<file path="src/rtl/fetch_pkg.sv">
// Shared types and constants for the instruction-fetch stage.
package fetch_pkg;

    localparam logic [31:0] NOP_INSTR_DEF = 32'h0000_0013;
    localparam logic [31:0] PC_STEP       = 32'd4;

    typedef struct packed {
        logic [31:0] pc_value;
        logic [31:0] instruction_value;
        logic        pc_r;
        logic        instr_done;
    } fe_to_de_s;

    typedef enum logic {
        FETCH  = 1'b0,
        HALTED = 1'b1
    } fe_state_e;

    function automatic fe_to_de_s make_bubble(
        input logic [31:0] pc,
        input logic [31:0] nop
    );
        fe_to_de_s b;
        b.pc_value          = pc;
        b.instruction_value = nop;
        b.pc_r              = 1'b1;
        b.instr_done        = 1'b0;
        return b;
    endfunction

    function automatic fe_to_de_s make_instr(
        input logic [31:0] pc,
        input logic [31:0] instr
    );
        fe_to_de_s r;
        r.pc_value          = pc;
        r.instruction_value = instr;
        r.pc_r              = 1'b0;
        r.instr_done        = 1'b1;
        return r;
    endfunction

endpackage

</file>
<file path="src/rtl/fetch_skid.sv">
// One-entry {pc, instr} holding buffer for fetch responses
// that arrive while decode is stalled.
module fetch_skid (
    input  logic        clk_i,
    input  logic        rst_ni,
    input  logic        load_i,
    input  logic        drain_i,
    input  logic        flush_i,
    input  logic [31:0] pc_i,
    input  logic [31:0] instr_i,
    output logic        valid_o,
    output logic [31:0] pc_o,
    output logic [31:0] instr_o
);

    logic        valid_q, valid_d;
    logic [31:0] pc_q, pc_d;
    logic [31:0] instr_q, instr_d;

    always_comb begin
        valid_d = valid_q;
        pc_d    = pc_q;
        instr_d = instr_q;
        if (flush_i) begin
            valid_d = 1'b0;
        end else if (load_i) begin
            valid_d = 1'b1;
            pc_d    = pc_i;
            instr_d = instr_i;
        end else if (drain_i) begin
            valid_d = 1'b0;
        end
    end

    always_ff @(posedge clk_i or negedge rst_ni) begin
        if (!rst_ni) begin
            valid_q <= 1'b0;
            pc_q    <= '0;
            instr_q <= '0;
        end else begin
            valid_q <= valid_d;
            pc_q    <= pc_d;
            instr_q <= instr_d;
        end
    end

    assign valid_o = valid_q;
    assign pc_o    = pc_q;
    assign instr_o = instr_q;

endmodule

</file>
<file path="src/rtl/fetch.sv">
// Instruction-fetch stage: PC, imem req/ack, redirect squash,
// halt handling and a one-deep output register with skid.
module fetch
    import fetch_pkg::*;
#(
    parameter logic [31:0] RESET_PC  = 32'h0000_0000,
    parameter logic [31:0] NOP_INSTR = NOP_INSTR_DEF
) (
    input  logic        clk,
    input  logic        reset,
    input  logic        en,
    input  logic        pc_r,
    input  logic [31:0] pc_target,
    input  logic        halt,
    output logic        imem_req,
    output logic [31:0] imem_addr,
    input  logic        imem_ack,
    input  logic [31:0] imem_rdata,
    output fe_to_de_s   fe_to_de,
    output logic [31:0] fetch_count
);

    fe_state_e   state_q, state_d;
    logic [31:0] pc_q, pc_d;
    logic        kill_q, kill_d;
    logic [31:0] kill_addr_q, kill_addr_d;
    logic        halt_pend_q, halt_pend_d;
    fe_to_de_s   out_q, out_d;
    logic [31:0] cnt_q, cnt_d;

    logic        skid_valid;
    logic [31:0] skid_pc;
    logic [31:0] skid_instr;
    logic        skid_load;
    logic        skid_drain;
    logic        skid_flush;

    logic        halting;
    logic        redir;
    logic        accept;

    assign halting   = halt || halt_pend_q;
    assign redir     = pc_r && !halting;
    assign imem_req  = (state_q == FETCH) && !skid_valid;
    // A squashed request keeps its original address until its ack.
    assign imem_addr = kill_q ? kill_addr_q : pc_q;
    assign accept    = imem_ack && imem_req && !kill_q
                       && !pc_r && !halting;

    always_comb begin
        state_d     = state_q;
        pc_d        = pc_q;
        kill_d      = kill_q;
        kill_addr_d = kill_addr_q;
        halt_pend_d = halt_pend_q | halt;
        out_d       = out_q;
        cnt_d       = cnt_q;
        skid_load   = 1'b0;
        skid_drain  = 1'b0;
        skid_flush  = 1'b0;

        unique case (state_q)
            FETCH: begin
                if (halting && (!imem_req || imem_ack)) begin
                    state_d = HALTED;
                end
            end
            HALTED:  state_d = HALTED;
            default: state_d = FETCH;
        endcase

        if (imem_req && imem_ack && kill_q) begin
            kill_d = 1'b0;
        end

        if (redir) begin
            pc_d       = pc_target;
            skid_flush = 1'b1;
            if (imem_req && !imem_ack) begin
                kill_d = 1'b1;
                if (!kill_q) begin
                    kill_addr_d = pc_q;
                end
            end
        end else if (accept) begin
            pc_d = pc_q + PC_STEP;
        end

        // Anything fetched past a halt is beyond the last instruction.
        if (halting) begin
            out_d      = make_bubble(pc_q, NOP_INSTR);
            skid_flush = 1'b1;
        end else if (pc_r) begin
            out_d = make_bubble(pc_q, NOP_INSTR);
        end else if (en && skid_valid) begin
            out_d      = make_instr(skid_pc, skid_instr);
            skid_drain = 1'b1;
            cnt_d      = cnt_q + 32'd1;
        end else if (en && accept) begin
            out_d = make_instr(pc_q, imem_rdata);
            cnt_d = cnt_q + 32'd1;
        end else if (en) begin
            out_d = make_bubble(pc_q, NOP_INSTR);
        end else if (accept) begin
            skid_load = 1'b1;
        end
    end

    always_ff @(posedge clk or negedge reset) begin
        if (!reset) begin
            state_q     <= FETCH;
            pc_q        <= RESET_PC;
            kill_q      <= 1'b0;
            kill_addr_q <= '0;
            halt_pend_q <= 1'b0;
            out_q       <= make_bubble(RESET_PC, NOP_INSTR);
            cnt_q       <= '0;
        end else begin
            state_q     <= state_d;
            pc_q        <= pc_d;
            kill_q      <= kill_d;
            kill_addr_q <= kill_addr_d;
            halt_pend_q <= halt_pend_d;
            out_q       <= out_d;
            cnt_q       <= cnt_d;
        end
    end

    fetch_skid u_skid (
        .clk_i   (clk),
        .rst_ni  (reset),
        .load_i  (skid_load),
        .drain_i (skid_drain),
        .flush_i (skid_flush),
        .pc_i    (pc_q),
        .instr_i (imem_rdata),
        .valid_o (skid_valid),
        .pc_o    (skid_pc),
        .instr_o (skid_instr)
    );

    assign fe_to_de    = out_q;
    assign fetch_count = cnt_q;

endmodule

</file>
<file path="config.mk">
export PLATFORM = sky130hd
export DESIGN_NAME = fetch
export DESIGN_NICKNAME = d
export VERILOG_FILES = /design/src/rtl/fetch_pkg.sv /design/src/rtl/fetch_skid.sv /design/src/rtl/fetch.sv
export SDC_FILE = /design/constraint.sdc
export NUM_CORES = 1
export LEC_CHECK = 0
export CORE_ASPECT_RATIO = 0.7
export CORE_MARGIN = 3
export CORE_UTILIZATION = 25
export CTS_CLUSTER_SIZE = 24
export DETAILED_ROUTE_END_ITERATION = 16
export PLACE_DENSITY_LB_ADDON = 0.15
export SYNTH_ARGS = -nofsm -noshare
export SYNTH_HDL_FRONTEND = slang
export SYNTH_SLANG_ARGS = --single-unit
</file>
<file path="constraint.sdc">
create_clock -name clk -period 3.9 [get_ports clk]
set_clock_uncertainty 0.05 [all_clocks]
set_input_delay 0.78 -clock clk [delete_from_list [all_inputs] [get_ports clk]]
set_output_delay 0.78 -clock clk [all_outputs]
set_load 0.03 [all_outputs]
</file>
=== Word level (Yosys, flattened, before mapping) ===
Index checks and enable logic that the tools add are counted.

* Bits in registers: 230
* Memory bits (writable): 0
* Memories: 0
* Bits in latches: 0
* Word-level logic and storage cells: 75
* ROM bits: 0
* Output and inout port bits: 131
* Input port bits: 70

* Muxes and demuxes: 29
* Eq/ne operators: 0
* Multipliers: 0
* Bitwise operators: 5
* Div/mod/pow operators: 0
* Shifts and indexed selects: 0
* Add/sub/neg operators: 2
* Reductions and logical operators: 26
* Magnitude comparators: 0

{| class="wikitable"
|+ Operators by type and width
! operator !! number
|-
| $mux W66 || 5
|-
| $mux W32 || 5
|-
| $add A32 B1 Y32 const B || 1
|-
| $add A32 B3 Y32 const B || 1
|-
| $mux W1 || 18
|-
| $logic_and A1 B1 Y1 || 11
|-
| $logic_not A1 Y1 || 6
|-
| $reduce_bool A5 Y1 || 1
|-
| $not A1 Y1 || 4
|-
| $reduce_and A2 Y1 || 2
|-
| $reduce_bool A2 Y1 || 2
|-
| $reduce_and A3 Y1 || 1
|-
| $reduce_bool A3 Y1 || 1
|-
| $logic_or A1 B1 Y1 || 2
|-
| $pmux W1 S2 || 1
|-
| $or A1 B1 Y1 || 1
|}

=== Longest topological paths before layout ===
* Depth in word-level cells: 14
* Gate-level depth with buffers: 7
* Mapped depth without buffers: 6

=== By module ===
From an unflattened synthesis, not the netlist that was laid out.

* Cell total of the unflattened synthesis: 876
* Area, all modules: 10611.4 sq um

{| class="wikitable"
|+ By module, submodules not included
! module !! times used !! cells each !! seq. area each (sq um) !! area each (sq um)
|-
| fetch || 1 || 736 || 4134.0 || 7870.0
|-
| fetch_skid || 1 || 140 || 1626.6 || 2741.4
|}

=== Worst setup path before layout ===
Ideal clock, no wire load.

* Kind: in2reg
* Start: input port halt
* End: register cnt_q[1], in the netlist fetch_count[1]
* Stages: 5
* Setup slack: 1.419 ns
* Path buffers: 2
* Data required time: 3.725 ns
* Arrival time: 2.306 ns
* Library setup time: 0.125 ns
* Cell sequence: or4b_1 > clkbuf_1 > clkbuf_1 > nor2_2 > mux2_2

* Longest elaborated chain between the ends: 6
* Elaborated cells on any way between the ends: 7
* Classes of those cells: bitwise: 1; reduce/logical: 6

{| class="wikitable"
|+ Ends and longest elaborated chain
! item !! RTL line !! source
|-
| start: declaration || fetch.sv:14 || <nowiki>input logic halt,</nowiki>
|-
| $logic_or A1 B1 Y1 (*) || fetch.sv:42 || <nowiki>assign halting = halt || halt_pend_q;</nowiki>
|-
| $logic_not A1 Y1 || fetch.sv:48 || <nowiki>&& !pc_r && !halting;</nowiki>
|-
| $logic_and A1 B1 Y1 || fetch.sv:48 ||
|-
| $logic_and A1 B1 Y1 || fetch.sv:99 || <nowiki>end else if (en && accept) begin</nowiki>
|-
| $reduce_bool A2 Y1 (no line) || - ||
|-
| $reduce_and A3 Y1 (no line) (*) || - ||
|-
| end signal: assignment || fetch.sv:125 || <nowiki>cnt_q <= cnt_d;</nowiki>
|-
| end: declaration || fetch.sv:29 || <nowiki>logic [31:0] cnt_q, cnt_d;</nowiki>
|}

Every way passes the cells marked *; elsewhere a longest branch is shown, timed or not.
A chain may end at the register's enable or synchronous reset.

==> qor.yml <==
syn2layout_area_growth_pct: 34.4
cts_setup_buffers: 0
cts_max_path_buffers: 3
seq_area_frac_synth_pct: 55.9
vdd_drop_max_mv: 0.290
pin_count: 201
finalMaxSlewViolations: 0
rows: 61
fin_crit_sh_pct: 87.0
fp.coreArea_um2: 40200
drc: 0
hold_class: "input pin to asynchronous set/reset pin"
worstSetupPathType: "flip-flop to primary output"
cts.clk_slew.worst_paths_ns: 0.06
slew_headroom_pct: 41.4
crit_path_end_kind: "primary output"
finalSetupTns_ns: 0
antenna_left: 0
postCtsHoldBufs: 0
vias: 7586
first_iter_violations: 467
avgSynthCellArea_um2: 11.5
endpoint: "imem_addr[2]"
post_layout_nonfiller_instances: 1647
clock.fmax_mhz: 295
synth_edf_count: 0
cap_viol_max_count: 0
netlist_top_cells_area: "dfrtp_1 55%, mux2_2 14%, nand2_1 3.9%"
period_minus_slack_ns: 3.39
first_global_vias: 7598
firstDrtPassIters: 4
numClockSinks: 230
crit_arrival_ns: 2.56
synth_top_area_share_pct: 54.9
worst_pin_slew_ns: 0.871
post_cts_resized: 0
rsz0062_at_grt: "false"
synth_cell_types: 50
gp_congestion: 0.775
drt-total-wl_um: 30900
ys_seq_elements: 230
io_buffers: 200
powerDensity_nw_per_um2: 404
p_leak_uw: 0.00607
cts_buffers: 26
insertion_delay_ns: 0.54
async_reset_ff_share_pct: 100
dp_cells: 1602
cts_tree: "yes"
viasPerCell: 4.61
initial_core_util_pct: 25.6
ff2ff_path_depth: 6
r2r_slack_ns: 1.01
synth_warnings: 0
track_usage_pct: 14.0
overflow: 0
syn_nets: 969
antenna_cells: 0
syn-instance-count: 897
die_w_um: 249
hold_viol_final: 0
synth_top_cell_by_area: "dfrtp_1"
grt_max_degree: 83
required_ns: 3.07
nNetsFinal: 1167
cts_root_buffer: "clkbuf_16"
timing.rr.end: "pc_q[31]"
die_area_um2: 43800
setup_viol_count_final: 0
critPathMaxFanout: 18
cts.htree.levels: 1
hpwl_um: 21000
synth.cell_area_um2: 10300
layout-drive-gt1-share_pct: 18.7
status: "finished clean"
routedWlPerCell_um: 18.7
grt_pass1_wl_um: 48200
antenna_found_initial: 0
startpoint_type: "flip-flop"
chipHeight_um: 176
synthFlopType: "dfrtp_1"
[per-stage QoR]
| step | util [%] | hold WS (ns) | total power [uW] | setup WS, ns | cell area (um^2) |
|---|---|---|---|---|---|
| 6_report | 34.5 | 0.173 | 5600 | 0.506 | 13900 |
| 3_3_place_gp | 32.4 | 0.413 | 3240 | 0.585 | 13000 |
| 3_5_place_dp | 32.4 | 0.416 | 3240 | 0.521 | 13000 |
| 4_1_cts | 34.5 | 0.190 | 5730 | 0.431 | 13900 |
| 5_1_grt | 34.5 | 0.197 | 5880 | 0.359 | 13900 |
| 2_1_floorplan | - | 0.425 | 2870 | 1.42 | 10300 |
[worst max-delay path: stages, from the launching register on]
cell,delay [ns]
dfrtp_2,0.71
buf_4,0.32
mux2_2,0.39
clkdlybuf4s50_1,0.60
[flip-flops by register name (all words and copies together) (netlist names), named ones only]
| name | cells |
|---|---|
| fe_to_de | 66 |
| fetch_count | 32 |
| halt_pend_q | 1 |
| kill_addr_q | 32 |
| pc_q | 32 |
| state_q | 1 |
| u_skid.instr_o | 32 |
| u_skid.pc_o | 32 |
| u_skid.valid_o | 1 |
[placed cells by master (no fill, tap or decap), types with 6 or more instances in the layout]
cell type / instances
dfrtp_1: 225
clkdlybuf4s50_1: 199
mux2_2: 126
nand2_1: 106
o21ai_0: 77
nor2_1: 39
mux2i_1: 33
a22oi_1: 30
clkbuf_16: 27
nand3_1: 24
xor2_1: 24
xnor2_1: 20
buf_4: 18
nand4_1: 17
nor3_1: 17
a21oi_1: 12
inv_1: 10
and3_1: 8
clkbuf_1: 8
nor4_1: 6
[cells in the mapped netlist, types with 17 or more instances]
master    instances
nand3_1          24
nand4_1          17
a22oi_1          30
mux2i_1          33
dfrtp_1         226
xnor2_1          20
xor2_1           24
nor3_1           17
nand2_1         107
mux2_2          126
o21ai_0          77
clkbuf_1         36
nor2_1           41
[layer usage]
| metal | wire length, um | vias up | track usage [%] | part of all wire, % |
|---|---|---|---|---|
| met2 | 13600 | 164 | 21.3 | 44 |
| met1 | 15400 | 3795 | 20.8 | 50 |
| met3 | 1390 | 24 | 3.03 | 4.5 |
| met4 | 409 | 0 | 2.16 | 1.3 |
| met5 | 0 | - | 0 | 0 |
| li1 | - | 3603 | - | - |
[cell type report]
type                            instances  area (um^2)
Inverter                               10         37.5
Clock buffer                           40          774
Tap cell                              535          669
Sequential cell                       230         5760
Fill cell                            3985        26400
Multi-Input combinational cell        604         4320
Clock inverter                          5         50.0
Timing Repair Buffer                  223         2240
[how the worst min path moves through the flow]
stage               slack (ns)  depth (start not counted)               to       startpoint
global route              0.20                          1     fe_to_de[49]            reset
detailed placement        0.42                          1  fetch_count[31]  fetch_count[31]
CTS                       0.19                          1     fe_to_de[49]            reset
finish                    0.17                          1     fe_to_de[49]            reset
global placement          0.41                          1      fe_to_de[0]      fe_to_de[0]
floorplan                 0.42                          1   kill_addr_q[0]   kill_addr_q[0]
[report_power, final]
part           switching, uW  internal (uW)  total, uW
Clock                    994           1420       2420
Sequential               109           2470       2580
Combinational            333            274        607
[logic make-up (layout without fill, tap and decap cells)]
family | Yosys count | in the layout | synth area share, %
compound gates | 150 | 150 | 9.04
xor+xnor | 44 | 44 | 3.74
fa+ha+maj | 2 | 2 | 0.243
buf+inv | 63 | 278 | 2.43
flops | 230 | 230 | 55.9
mux | 159 | 159 | 17.0
simple gates | 249 | 249 | 11.7
(Power assumes the default switching activity.)
